$ cat src/rtl/bascomp_pkg.sv
// bascomp_pkg: shared encodings and default widths for the basic-computer memory path.
package bascomp_pkg;
    localparam int ADDR_W_DEF = 12;
    localparam int DATA_W_DEF = 16;
    typedef enum logic [1:0] {IDLE = 2'd0, ACCESS = 2'd1, RESP = 2'd2} state_t;
    typedef enum logic {OWN_CPU = 1'b0, OWN_LDR = 1'b1} owner_t;
endpackage

$ cat src/rtl/rr_pick2.sv
// rr_pick2: combinational two-way round-robin picker; a tie goes to whoever did not own the last grant.
module rr_pick2 import bascomp_pkg::*; (
    input  logic [1:0] req,
    input  owner_t     last_owner,
    output logic       grant_valid,
    output owner_t     grant_id
);
    assign grant_valid = |req;
    assign grant_id    = owner_t'(&req ? ~last_owner : req[1]);
endmodule

$ cat src/rtl/mem_arbiter.sv
// mem_arbiter: sequences CPU and program-loader accesses onto the single-port main memory.
// Optional loader burst lock is built when MEM_ARBITER_LOCK_EN is defined.
module mem_arbiter import bascomp_pkg::*; #(
    parameter int ADDR_W = ADDR_W_DEF,
    parameter int DATA_W = DATA_W_DEF
) (
    input  logic              clk,
    input  logic              reset,
    input  logic              cpu_req,
    input  logic              cpu_we,
    input  logic [ADDR_W-1:0] cpu_addr,
    input  logic [DATA_W-1:0] cpu_wdata,
    output logic              cpu_done,
    output logic              cpu_wait,
    input  logic              ldr_req,
    input  logic              ldr_we,
    input  logic [ADDR_W-1:0] ldr_addr,
    input  logic [DATA_W-1:0] ldr_wdata,
    input  logic              ldr_lock,
    output logic              ldr_done,
    output logic [DATA_W-1:0] rdata,
    input  logic [DATA_W-1:0] mem_outdata,
    output logic              mem_read,
    output logic              mem_write,
    output logic [ADDR_W-1:0] mem_addr,
    output logic [DATA_W-1:0] mem_wdata,
    output logic              locked
);
    state_t            state;
    owner_t            owner, last_owner, pick_id;
    logic              we, pick_valid, pick_we, cpu_eligible;
    logic [DATA_W-1:0] rdata_q;
`ifdef MEM_ARBITER_LOCK_EN
    logic lock_cap;
    assign cpu_eligible = cpu_req & ~(locked & ldr_lock);
`else
    logic lock_unused;
    assign lock_unused  = ldr_lock;
    assign cpu_eligible = cpu_req;
`endif
    rr_pick2 u_pick (
        .req        ({ldr_req, cpu_eligible}),
        .last_owner (last_owner),
        .grant_valid(pick_valid),
        .grant_id   (pick_id)
    );
    assign pick_we  = (pick_id == OWN_LDR) ? ldr_we : cpu_we;
    assign cpu_wait = cpu_req & ~cpu_done;
    // memory output is registered, so read data is passed through during the done cycle and held afterwards
    assign rdata    = (state == RESP && !we) ? mem_outdata : rdata_q;
    always_ff @(posedge clk) begin
        if (reset) begin
            state      <= IDLE;
            owner      <= OWN_CPU;
            last_owner <= OWN_LDR;
            we         <= 1'b0;
            mem_read   <= 1'b0;
            mem_write  <= 1'b0;
            mem_addr   <= '0;
            mem_wdata  <= '0;
            cpu_done   <= 1'b0;
            ldr_done   <= 1'b0;
            rdata_q    <= '0;
            locked     <= 1'b0;
`ifdef MEM_ARBITER_LOCK_EN
            lock_cap   <= 1'b0;
`endif
        end else begin
            case (state)
                IDLE: begin
`ifdef MEM_ARBITER_LOCK_EN
                    if (locked && !ldr_lock) locked <= 1'b0;
`endif
                    if (pick_valid) begin
                        owner      <= pick_id;
                        last_owner <= pick_id;
                        we         <= pick_we;
                        mem_addr   <= (pick_id == OWN_LDR) ? ldr_addr : cpu_addr;
                        mem_wdata  <= (pick_id == OWN_LDR) ? ldr_wdata : cpu_wdata;
                        mem_read   <= ~pick_we;
                        mem_write  <= pick_we;
`ifdef MEM_ARBITER_LOCK_EN
                        lock_cap   <= (pick_id == OWN_LDR) & ldr_lock;
`endif
                        state      <= ACCESS;
                    end
                end
                ACCESS: begin
                    mem_read  <= 1'b0;
                    mem_write <= 1'b0;
                    cpu_done  <= owner == OWN_CPU;
                    ldr_done  <= owner == OWN_LDR;
`ifdef MEM_ARBITER_LOCK_EN
                    if (lock_cap) locked <= 1'b1;
`endif
                    state     <= RESP;
                end
                RESP: begin
                    cpu_done <= 1'b0;
                    ldr_done <= 1'b0;
                    if (!we) rdata_q <= mem_outdata;
                    state    <= IDLE;
                end
                default: state <= IDLE;
            endcase
        end
    end
endmodule

$ cat config.mk
export PLATFORM = sky130hd
export DESIGN_NAME = mem_arbiter
export DESIGN_NICKNAME = d
export VERILOG_FILES = /design/src/rtl/bascomp_pkg.sv /design/src/rtl/rr_pick2.sv /design/src/rtl/mem_arbiter.sv
export SDC_FILE = /design/constraint.sdc
export NUM_CORES = 1
export LEC_CHECK = 0
export ABC_AREA = 1
export BUFFER_PORTS_ARGS = -buffer_cell sky130_fd_sc_hd__buf_2
export CORE_UTILIZATION = 40
export DETAILED_ROUTE_END_ITERATION = 8
export PLACE_DENSITY = 0.72
export SYNTH_ARGS = -nofsm -noshare
export SYNTH_HDL_FRONTEND = slang
export SYNTH_SLANG_ARGS = --single-unit
$ cat constraint.sdc
create_clock -name clk -period 1.7 [get_ports clk]
set_input_delay 0.255 -clock clk [delete_from_list [all_inputs] [get_ports clk]]
set_output_delay 0.255 -clock clk [all_outputs]
set_load 0.03 [all_outputs]
==> qor.yml <==
routing:
  routed-via-count: 2582
  wl_um: 6427
  ant_nets: 0
  dr.first_iter.drc_count: 38
  routed_via_density: 4.652
  wl_per_cell_um: 11.58
  drc: 0
  dr.pass1.iters: 4
floorplanning:
  die_y_um: 79.98
  die_w_um: 79.98
  start_util_pct: 41.33
  rows: 28
  dieArea_mm2: 0.006397
  ios: 129
  core_mm2: 0.005886
clock_network:
  h-tree-depth: 2
  clock_latency_ps: 310
  root_buffer: "clkbuf_8"
  clock_path_buffers: 2
  hold_buffers: 0
  clk_pin_slew_ps: 90
  cts_num_sinks: 53
  cts_tree: "built"
  numCtsBuffers: 5
logic_synthesis:
  yosysTopAreaCell: "dfxtp_1"
  yosys.area.top_type_share_pct: 43.62
  synth_seq_cells: 53
  synth_area_mm2: 0.002432
  yosysWarningCount: 0
  syn_inst: 350
  yosysSeqAreaShare_pct: 43.62
  syn-num-nets: 433
  syn_avg_cell_area_um2: 6.950
  ys_types: 23
  synth_area_leaders: "dfxtp_1 44%, nand2_1 13%, nor2_1 7.6%"
critical_path:
  crit_family: "buffers and inverters"
  crit_fanout: 12
  crit_slowest_cell: "dfxtp_2"
  crit_path_cell_trace: "inv_2, ha_4, inv_2, or2_4, buf_12, o21ai_2, inv_1, buf_4"
  cp-end-kind: "output pin"
  cp.arrival_ps: 1690
  crit_buf_inv: 5
  startpoint_type: "flop"
  cp_data_required_time_ps: 1440
  crit_type: "reg2out"
  crit_top_cell: "inv_2"
  crit_path_max_incr_delay_ps: 330
placed_design:
  dp_hpwl_um: 4263
  dp_slack_ps: 19.03
  io_buffers: 126
  gp_congestion: 0.8256
timing:
  worst_clock_skew_ps: 12.34
  hold_viol: 0
  layout_setup_ws_ps: -243.9
  setup_viol: 16
  final.setup.tns_ps: -3442
  rsz0062_at_grt: "true"
  min_period_ps: 1944
  drv_slew: 0
  post-route-period-util_pct: 114.3
  max_freq_mhz: 514.4
  hold_slack_ps: 168.7
finish:
  layout-drive-gt1-share_pct: 39.58
  nNetsFinal: 563
  syn_to_final_growth_pct: 47.22
  filler_cell_count: 509
  layout_common_cells: "110 x buf_2, 76 x nand2_1, 51 x dfxtp_1"
  num_antenna_cells: 0
  final_common_cell: "buf_2"
grt:
  grt_max_degree: 42
  first_global_vias: 2446
  antenna_found_initial: 0
  grt_overflow: 0
  grtUsageTotal_pct: 20.15
  grt_pass1_wl_um: 10090
pwr:
  p_leak_nw: 1.951
  power_mw: 3.940
  irDropWorstVdd_mv: 0.5084
  power_density_mw_per_mm2: 1100
min_path:
  holdCritPathClass: "in2reg"
flow_run:
  max_cap_viol_count: 0
run_status:
  status: "complete, but fails checks"
  violations: "negative setup slack"
-- worst paths after layout --
kind / from / end / slack (ps) / cells past startpoint
max reg2reg: state[0] / mem_wdata[3] / 120 / 9
min reg2reg: last_owner / last_owner / 480 / 2
min: ldr_wdata[10] / mem_wdata[10] / 170 / 3
max: state[0] / rdata[9] / -240 / 8
-- synthesized netlist by cell type, drive strengths merged --
master   n
o211a    1
nand3    5
nor2    51
clkbuf   8
nor3     1
buf     14
inv     42
ha       4
conb     1
or2      1
o21ai   50
dfxtp   53
nand2   86
a21oi   33
-- through the flow --
step | utilization, % | cell area (um2) | cells
final | 60.84 | 3581 | 555
after global routing | 60.84 | 3581 | 555
after CTS | 59.31 | 3491 | 553
after detailed placement | 53.27 | 3136 | 539
after global placement | 53.27 | 3136 | 539
after floorplan | - | 2432 | 350
-- repair_timing --
item                                    4_1_cts  5_1_grt
gates resized for setup                      51       16
gates cloned                                  2        1
pin swaps                                     4        2
setup buffers                                 5        1
endpoints found under the setup margin       16       17
-- report_power, final --
group	leakage [nW]	switching, mW	internal (mW)
clock	0.0540	0.400	0.429
sequential	0.438	0.0734	1.42
combinational	1.46	0.988	0.634
-- worst reg2reg max path, stage by stage, from the launching register on --
cell       delay (ps)
dfxtp_2           340
inv_2              50
buf_4             130
ha_1              230
inv_1             140
nor2_4             60
buf_4             140
clkbuf_16         160
o21ai_0           170
nor2_1             60
-- cell type report --
type | instances | area (um2) | area share [%]
Clock inverter | 2 | 35.03 | 0.9783
Tap cell | 75 | 93.84 | 2.621
Multi-Input combinational cell | 233 | 1190 | 33.23
Inverter | 42 | 157.7 | 4.403
Timing Repair Buffer | 145 | 972.2 | 27.15
Sequential cell | 53 | 1064 | 29.70
Clock buffer | 5 | 68.82 | 1.922
-- layer usage --
metal / vias to the layer above / share of wire [%] / global-route usage (%)
met1: 1137 / 43 / 21.35
met3: 12 / 6.8 / 6.743
li1: 1345 / - / -
met5: - / 0 / 0
met2: 88 / 49 / 36.92
met4: 0 / 2.0 / 6.964
-- registers in the layout (all words and copies together), names as in the netlist --
name        count
mem_wdata      16
rdata_q        16
ldr_done        1
cpu_done        1
state           2
last_owner      1
mem_addr       12
mem_write       1
we              1
owner           1
mem_read        1
-- cells by family (layout without fill, tap and decap cells) --
logic type	count (synthesis)	after routing	share of synthesized area, %
fa+ha+maj	4	4	2.058
compound gates	84	84	19.03
flops	53	53	43.62
simple gates	144	144	23.15
other cells	1	1	0.1542
buf+inv	64	194	11.99
No activity file was read; power rests on OpenSTA's default activity.
